File: src/rtl/cpu_pkg.sv
// Shared CPU-side types: memory arbiter state encoding and access-owner codes.
package cpu_pkg;

    typedef enum logic [1:0] {
        IDLE,
        ISSUE,
        WAIT,
        RESP
    } arb_state_t;

    localparam logic OWN_IF = 1'b0;
    localparam logic OWN_LS = 1'b1;

endpackage

File: src/rtl/mem_bus_arbiter.sv
// Single-port memory arbiter between fetch and load/store, one access in flight,
// load/store priority with a starvation guard for fetch. All outputs registered.
module mem_bus_arbiter
    import cpu_pkg::*;
#(
    parameter int ADDR_W     = 8,
    parameter int DATA_W     = 16,
    parameter int MEM_LAT    = 2,
    parameter int STARVE_MAX = 3
) (
    input  logic              clk,
    input  logic              rst,
    input  logic              if_req,
    input  logic [ADDR_W-1:0] if_addr,
    output logic              if_gnt,
    output logic              if_valid,
    output logic [DATA_W-1:0] if_rdata,
    input  logic              ls_req,
    input  logic              ls_we,
    input  logic [ADDR_W-1:0] ls_addr,
    input  logic [DATA_W-1:0] ls_wdata,
    output logic              ls_gnt,
    output logic              ls_valid,
    output logic [DATA_W-1:0] ls_rdata,
    output logic              mem_en,
    output logic              mem_we,
    output logic [ADDR_W-1:0] mem_addr,
    output logic [DATA_W-1:0] mem_wdata,
    input  logic [DATA_W-1:0] mem_rdata,
    output logic              busy
);

    localparam int LAT_W    = $clog2(MEM_LAT + 1);
    localparam int STARVE_W = $clog2(STARVE_MAX + 1);

    arb_state_t          state_q, state_d;
    logic                owner_q, owner_d;
    logic                we_q, we_d;
    logic [LAT_W-1:0]    lat_q, lat_d;
    logic [STARVE_W-1:0] starve_q, starve_d;
    logic [DATA_W-1:0]   rdata_q, rdata_d;
    logic                if_gnt_q, if_gnt_d;
    logic                ls_gnt_q, ls_gnt_d;
    logic                if_valid_q, if_valid_d;
    logic                ls_valid_q, ls_valid_d;
    logic                mem_en_q, mem_en_d;
    logic                mem_we_q, mem_we_d;
    logic [ADDR_W-1:0]   mem_addr_q, mem_addr_d;
    logic [DATA_W-1:0]   mem_wdata_q, mem_wdata_d;
    logic                busy_q, busy_d;

    logic fetch_starved;
    assign fetch_starved = if_req && (starve_q == STARVE_W'(STARVE_MAX));

    always_comb begin
        state_d     = state_q;
        owner_d     = owner_q;
        we_d        = we_q;
        lat_d       = lat_q;
        starve_d    = starve_q;
        rdata_d     = rdata_q;
        if_gnt_d    = 1'b0;
        ls_gnt_d    = 1'b0;
        if_valid_d  = 1'b0;
        ls_valid_d  = 1'b0;
        mem_en_d    = 1'b0;
        mem_we_d    = 1'b0;
        mem_addr_d  = mem_addr_q;
        mem_wdata_d = mem_wdata_q;

        // Grant/strobe outputs are computed here so they appear registered in ISSUE.
        case (state_q)
            IDLE: begin
                if (!if_req) begin
                    starve_d = '0;
                end
                if (ls_req && !fetch_starved) begin
                    state_d     = ISSUE;
                    owner_d     = OWN_LS;
                    we_d        = ls_we;
                    ls_gnt_d    = 1'b1;
                    mem_en_d    = 1'b1;
                    mem_we_d    = ls_we;
                    mem_addr_d  = ls_addr;
                    mem_wdata_d = ls_wdata;
                    if (if_req) begin
                        starve_d = starve_q + STARVE_W'(1);
                    end
                end else if (if_req) begin
                    state_d     = ISSUE;
                    owner_d     = OWN_IF;
                    we_d        = 1'b0;
                    if_gnt_d    = 1'b1;
                    mem_en_d    = 1'b1;
                    mem_addr_d  = if_addr;
                    mem_wdata_d = '0;
                    starve_d    = '0;
                end
            end
            ISSUE: begin
                state_d = WAIT;
                lat_d   = LAT_W'(MEM_LAT);
            end
            WAIT: begin
                lat_d = lat_q - LAT_W'(1);
                if (lat_q == LAT_W'(1)) begin
                    state_d = RESP;
                    if (!we_q) begin
                        rdata_d = mem_rdata;
                    end
                    if (owner_q == OWN_LS) begin
                        ls_valid_d = 1'b1;
                    end else begin
                        if_valid_d = 1'b1;
                    end
                end
            end
            RESP: begin
                state_d = IDLE;
            end
            default: begin
                state_d = IDLE;
            end
        endcase

        busy_d = (state_d != IDLE);
    end

    always_ff @(posedge clk or posedge rst) begin
        if (rst) begin
            state_q     <= IDLE;
            owner_q     <= OWN_IF;
            we_q        <= 1'b0;
            lat_q       <= '0;
            starve_q    <= '0;
            rdata_q     <= '0;
            if_gnt_q    <= 1'b0;
            ls_gnt_q    <= 1'b0;
            if_valid_q  <= 1'b0;
            ls_valid_q  <= 1'b0;
            mem_en_q    <= 1'b0;
            mem_we_q    <= 1'b0;
            mem_addr_q  <= '0;
            mem_wdata_q <= '0;
            busy_q      <= 1'b0;
        end else begin
            state_q     <= state_d;
            owner_q     <= owner_d;
            we_q        <= we_d;
            lat_q       <= lat_d;
            starve_q    <= starve_d;
            rdata_q     <= rdata_d;
            if_gnt_q    <= if_gnt_d;
            ls_gnt_q    <= ls_gnt_d;
            if_valid_q  <= if_valid_d;
            ls_valid_q  <= ls_valid_d;
            mem_en_q    <= mem_en_d;
            mem_we_q    <= mem_we_d;
            mem_addr_q  <= mem_addr_d;
            mem_wdata_q <= mem_wdata_d;
            busy_q      <= busy_d;
        end
    end

    assign if_gnt    = if_gnt_q;
    assign ls_gnt    = ls_gnt_q;
    assign if_valid  = if_valid_q;
    assign ls_valid  = ls_valid_q;
    assign if_rdata  = rdata_q;
    assign ls_rdata  = rdata_q;
    assign mem_en    = mem_en_q;
    assign mem_we    = mem_we_q;
    assign mem_addr  = mem_addr_q;
    assign mem_wdata = mem_wdata_q;
    assign busy      = busy_q;

endmodule

File: config.mk
export PLATFORM = sky130hd
export DESIGN_NAME = mem_bus_arbiter
export DESIGN_NICKNAME = d
export VERILOG_FILES = /design/src/rtl/cpu_pkg.sv /design/src/rtl/mem_bus_arbiter.sv
export SDC_FILE = /design/constraint.sdc
export NUM_CORES = 1
export LEC_CHECK = 0
export CELL_PAD_IN_SITES_DETAIL_PLACEMENT = 1
export CELL_PAD_IN_SITES_GLOBAL_PLACEMENT = 1
export CORE_UTILIZATION = 30
export DETAILED_ROUTE_END_ITERATION = 10
export MAX_ROUTING_LAYER = met4
export PLACE_DENSITY_LB_ADDON = 0.08
export SYNTH_ARGS = -nofsm -noshare
export SYNTH_HDL_FRONTEND = slang
export SYNTH_SLANG_ARGS = --single-unit
File: constraint.sdc
create_clock -name clk -period 1.9 [get_ports clk]
set_input_delay 0.285 -clock clk [delete_from_list [all_inputs] [get_ports clk]]
set_output_delay 0.285 -clock clk [all_outputs]
set_load 0.005 [all_outputs]
== After elaboration in Yosys (flattened, before gate mapping) ==
Index checks and enable logic that the tools add are counted.

* Logic and storage cells: 61
* Input bits: 53
* Output and inout port bits: 63
* Register bits after elaboration: 55

* Bitwise logic cells: 1
* Mux-type cells: 29
* Add/sub/neg operators: 2
* Reductions and logical operators: 9
* Equality and inequality tests: 5

{| class="wikitable"
|+ Operator list
! kind !! count
|-
| 2-to-1 mux 16 bit || 2
|-
| 2-to-1 mux 1 bit || 18
|-
| 2-to-1 mux 8 bit || 2
|-
| 2-to-1 mux 2 bit || 5
|-
| one-hot mux 2 bit (4 select lines) || 1
|-
| equality test 2 bit (second input constant) || 3
|-
| nonzero test 2 bit || 3
|-
| equality test 2 x 1 -> 1 bit (second input constant) || 2
|-
| one-hot mux 2 bit (2 select lines) || 1
|-
| AND reduction 3 bit || 1
|-
| adder 2 x 1 -> 2 bit (second input constant) || 1
|-
| logical AND 1 bit || 2
|-
| logical NOT 2 bit || 1
|-
| AND reduction 2 bit || 1
|-
| subtractor 2 x 1 -> 2 bit (second input constant) || 1
|-
| logical NOT 1 bit || 1
|-
| inverter 1 bit || 1
|}

== Depth between registers and ports, before layout ==
Gate-level depths: netlist of the first run.

* Word-level depth: 7
* Mapped depth: 7
* Gate-level depth less buffers: 6

== Worst setup path after synthesis of the first run ==
OpenSTA, ideal clock, no wires.

* Path kind: register -> register
* From: register state_q[0]
* To: register rdata_q[0] (netlist: if_rdata[0])
* Arrival: 1467 ps
* Cell stages (with the launch flop): 8
* Slack: 308 ps
* Clock period less this slack: 1592 ps
* Buffers on the path: 2
* Setup time: 125 ps
* Required time: 1775 ps
* Cell sequence: dfrtp_1 -> inv_1 -> ha_1 -> nand2_1 -> or2_1 -> buf_6 -> buf_12 -> mux2_4

* Word-level cells in the longest chain between the ends: 2

{| class="wikitable"
|+ RTL lines
! item !! RTL line !! RTL
|-
| from (decl) || mem_bus_arbiter.sv:36 || <nowiki>arb_state_t state_q, state_d;</nowiki>
|-
| from (signal assigned) || mem_bus_arbiter.sv:147 || <nowiki>state_q <= state_d;</nowiki>
|-
| equality test 2 bit || mem_bus_arbiter.sv:72 || <nowiki>case (state_q)</nowiki>
|-
| AND reduction 3 bit (no line) || - ||
|-
| to (signal assigned) || mem_bus_arbiter.sv:152 || <nowiki>rdata_q <= rdata_d;</nowiki>
|-
| to (decl) || mem_bus_arbiter.sv:41 || <nowiki>logic [DATA_W-1:0] rdata_q, rdata_d;</nowiki>
|}

No other way between the ends.
A chain may end at the register's enable or synchronous reset.

== Final worst setup path of the first run ==
* From: register state_q[0]
* To: register rdata_q[5] (netlist: if_rdata[5])

The elaborated chain is that of the path after synthesis.

==> key figures, run 1 <==
Place
  – PortBufs: 115
  – RD Place Congestion: 0.730
  – Placed cell areas: 3480 um^2
  – Final HPWL DP: 4.45 mm

STA
  – Max Clock Skew: 0.00924 ns
  – Min Tclk post-route: 1.68 ns
  – Final TNS setup: 0 ns
  – RSZ-0062 raised after global routing: false
  – Rel. slew slack: 0.794
  – Fmax: 0.597 GHz
  – Final hold viol count: 0
  – Slew @ Worst Pin: 0.309 ns
  – Endpoints failing setup: 0
  – Final Max Slew Viols: 0
  – Final worst-path cycle share: 0.882

Worst setup path
  – WS Path Type: reg2reg
  – Crit start category: flop
  – Crit path capture type: flop
  – CP required: 2.10 ns
  – Reg2reg path depth: 6
  – Max FO, Critical Path: 16
  – Crit path DAT: 1.87 ns

Power and ir drop
  – Maximum VDD drop: 0.000570 V
  – P_leak: 1.57 nW
  – Power Density: 1440 nW/um^2

Finish
  – Layout cells sized above 1: 0.124
  – Fin area: 3570 um^2
  – Ant. Diodes: 0
  – Final Net Count: 346
  – Most frequent cells in the layout: 115 x clkdlybuf4s50_1, 55 x dfrtp_1, 16 x a21oi_1, 16 x a22o_1, 12 x nand2_1
  – Area delta synth->final: 53.7%
  – Commonest non-fill, non-tap cell in the layout: clkdlybuf4s50_1
  – Final core utilization: 0.485

Logic synthesis
  – Register area share after synthesis: 0.592
  – Avg Inst Size Synth: 12.5 um^2
  – Mapped Cells: 186
  – Flops & latches, synth: 55
  – Yosys cell types: 31
  – Synth top area share: 0.592
  – Area leader, netlist: dfrtp_1
  – Largest cells by area after synthesis: dfrtp_1 59%, mux2_4 6.5%, a22o_1 6.0%, buf_4 5.8%, a21oi_1 3.4%
  – Syn nets: 243
  – YS warnings: 0
  – Syn Std Cell Area: 2320 um^2

Floorplanning
  – Chip height: 90.0 um
  – Die width: 90.0 um
  – Cell Rows: 31
  – Initial cell density of the core: 0.315
  – Total Die Area: 8110 um^2
  – Core box area: 7370 um^2
  – Ports: 116

Detailed routing
  – Initial DRT Pass Iterations: 4
  – Detailed-route wire length per cell: 15.4 um
  – DR vias/cell: 4.54
  – Initial drt markers: 51
  – ANT nets after route: 0
  – Vias after detailed routing: 1767
  – Total wire length: 6.01 mm
  – Number of remaining DRC errors: 0

Outcome
  – Status: finished clean

Clock tree
  – CTS resizes: 0
  – Clk buf depth: 2
  – TritonCTS Sinks: 55
  – CTS clk-pin slew, worst paths: 0.10 ns
  – Post-CTS Hold Fix Bufs: 0
  – CTS tree: built
  – Htree depth: 2
  – Clock tree root driver cell: clkbuf_8
  – Worst-Skew Late Latency: 0.30 ns
  – Post-CTS Setup Inserts: 0
  – CTS Buf Count: 5

GRT
  – GRT overflow: 0
  – First-pass GRT wire length: 9.76 mm
  – Largest net degree at the start of global routing: 56
  – Vias in the first global route: 1878
  – Total track usage: 0.156
  – Initial antenna violation count: 0

Job
  – Number of max-cap violations: 0

Hold path
  – Hold Crit Class: in2async
[cells by family (layout without fill, tap and decap cells)]
family	after synthesis	in the layout	synth area share
and+or+nand+nor	32	32	0.0619
DFF	55	55	0.592
buffers and inverters	34	138	0.0963
muxes	17	17	0.0980
adders and majority gates	4	4	0.0215
AOI/OAI and AO/OA	44	44	0.130
[synthesized netlist by cell type]
library cell and instances:
a21o_1 2, a21boi_2 1, and3_1 1, a22o_1 16, o31ai_1 1, and3_2 1
nand2b_1 1, a21oi_1 16, nand3b_1 1, buf_4 18, and2_1 1, o21ai_0 6
nand4_1 2, a21bo_2 1, ha_1 4, nand2_1 12, clkbuf_1 1, nand3_1 1
inv_1 7, buf_2 4, buf_12 1, nor2_1 11, mux2_4 10, dfrtp_1 55
mux2i_1 1, mux2_2 6, or2_1 1, o21ai_2 1, buf_6 1, clkinv_1 1
buf_1 1
[sequential cells by signal, summed over array words and instances (netlist names)]
name / count
mem_addr: 8
ls_gnt: 1
starve_q: 2
lat_q: 2
mem_we: 1
if_rdata: 16
we_q: 1
if_valid: 1
ls_valid: 1
mem_wdata: 16
if_gnt: 1
busy: 1
mem_en: 1
state_q: 2
owner_q: 1
[stage by stage]
stage	std cells	total power (W)	setup slack, ns	hold WS [ns]
final	389	0.00516	0.224	0.375
after global routing	389	0.00554	0.118	0.410
after global placement	381	0.00452	0.205	0.449
after detailed placement	381	0.00458	0.158	0.454
after CTS	389	0.00525	0.197	0.376
after floorplan	186	0.00318	0.272	0.414
[worst max-delay path, cell delays in order (launching register included)]
cell	delay, ns
dfrtp_1	0.40
inv_1	0.08
ha_1	0.23
nand2_1	0.09
or2_1	0.21
buf_4	0.22
mux2_4	0.33
[routing by layer]
layer,GRT usage,share of wire
met5,-,0
met1,0.204,0.46
met4,0.0457,0.018
met2,0.244,0.47
met3,0.0338,0.050
[where the power goes]
part | total [W] | switching [W] | internal [W]
Combinational | 0.00251 | 0.000846 | 0.00166
Sequential | 0.00201 | 0.000328 | 0.00168
Clock | 0.000640 | 0.000383 | 0.000257
[worst paths after layout]
path,from,end,slack (ns)
setup reg to reg,state_q[0],if_rdata[5],0.22
hold / removal,rst,if_rdata[0],0.38
max in group asynchronous,rst,starve_q[0],1.29
hold reg to reg,owner_q,if_valid,0.46
setup / recovery,state_q[0],if_rdata[5],0.22
min in group clk,owner_q,if_valid,0.46
[layout make-up]
type | instances | area, um^2
timing repair buffer | 122 | 1230
clock buffer | 5 | 68.8
fill | 787 | 3800
multi-input combinational | 97 | 724
inverter | 8 | 30.0
clock inverter | 3 | 20.0
sequential | 55 | 1380
tap | 99 | 124
Power figures use the tool's default switching activity.
==> inputs of run 2 (changes only) <==
Settings changed: CAP_MARGIN set to 20.
==> results of run 2 <==
No change in the layout: final DEF, timing and power equal those of run 1.
==> inputs of run 3 (changes only) <==
Settings changed: SETUP_SLACK_MARGIN set to 0.1.
==> results of run 3 <==
No change in the layout: final DEF, timing and power equal those of run 1.
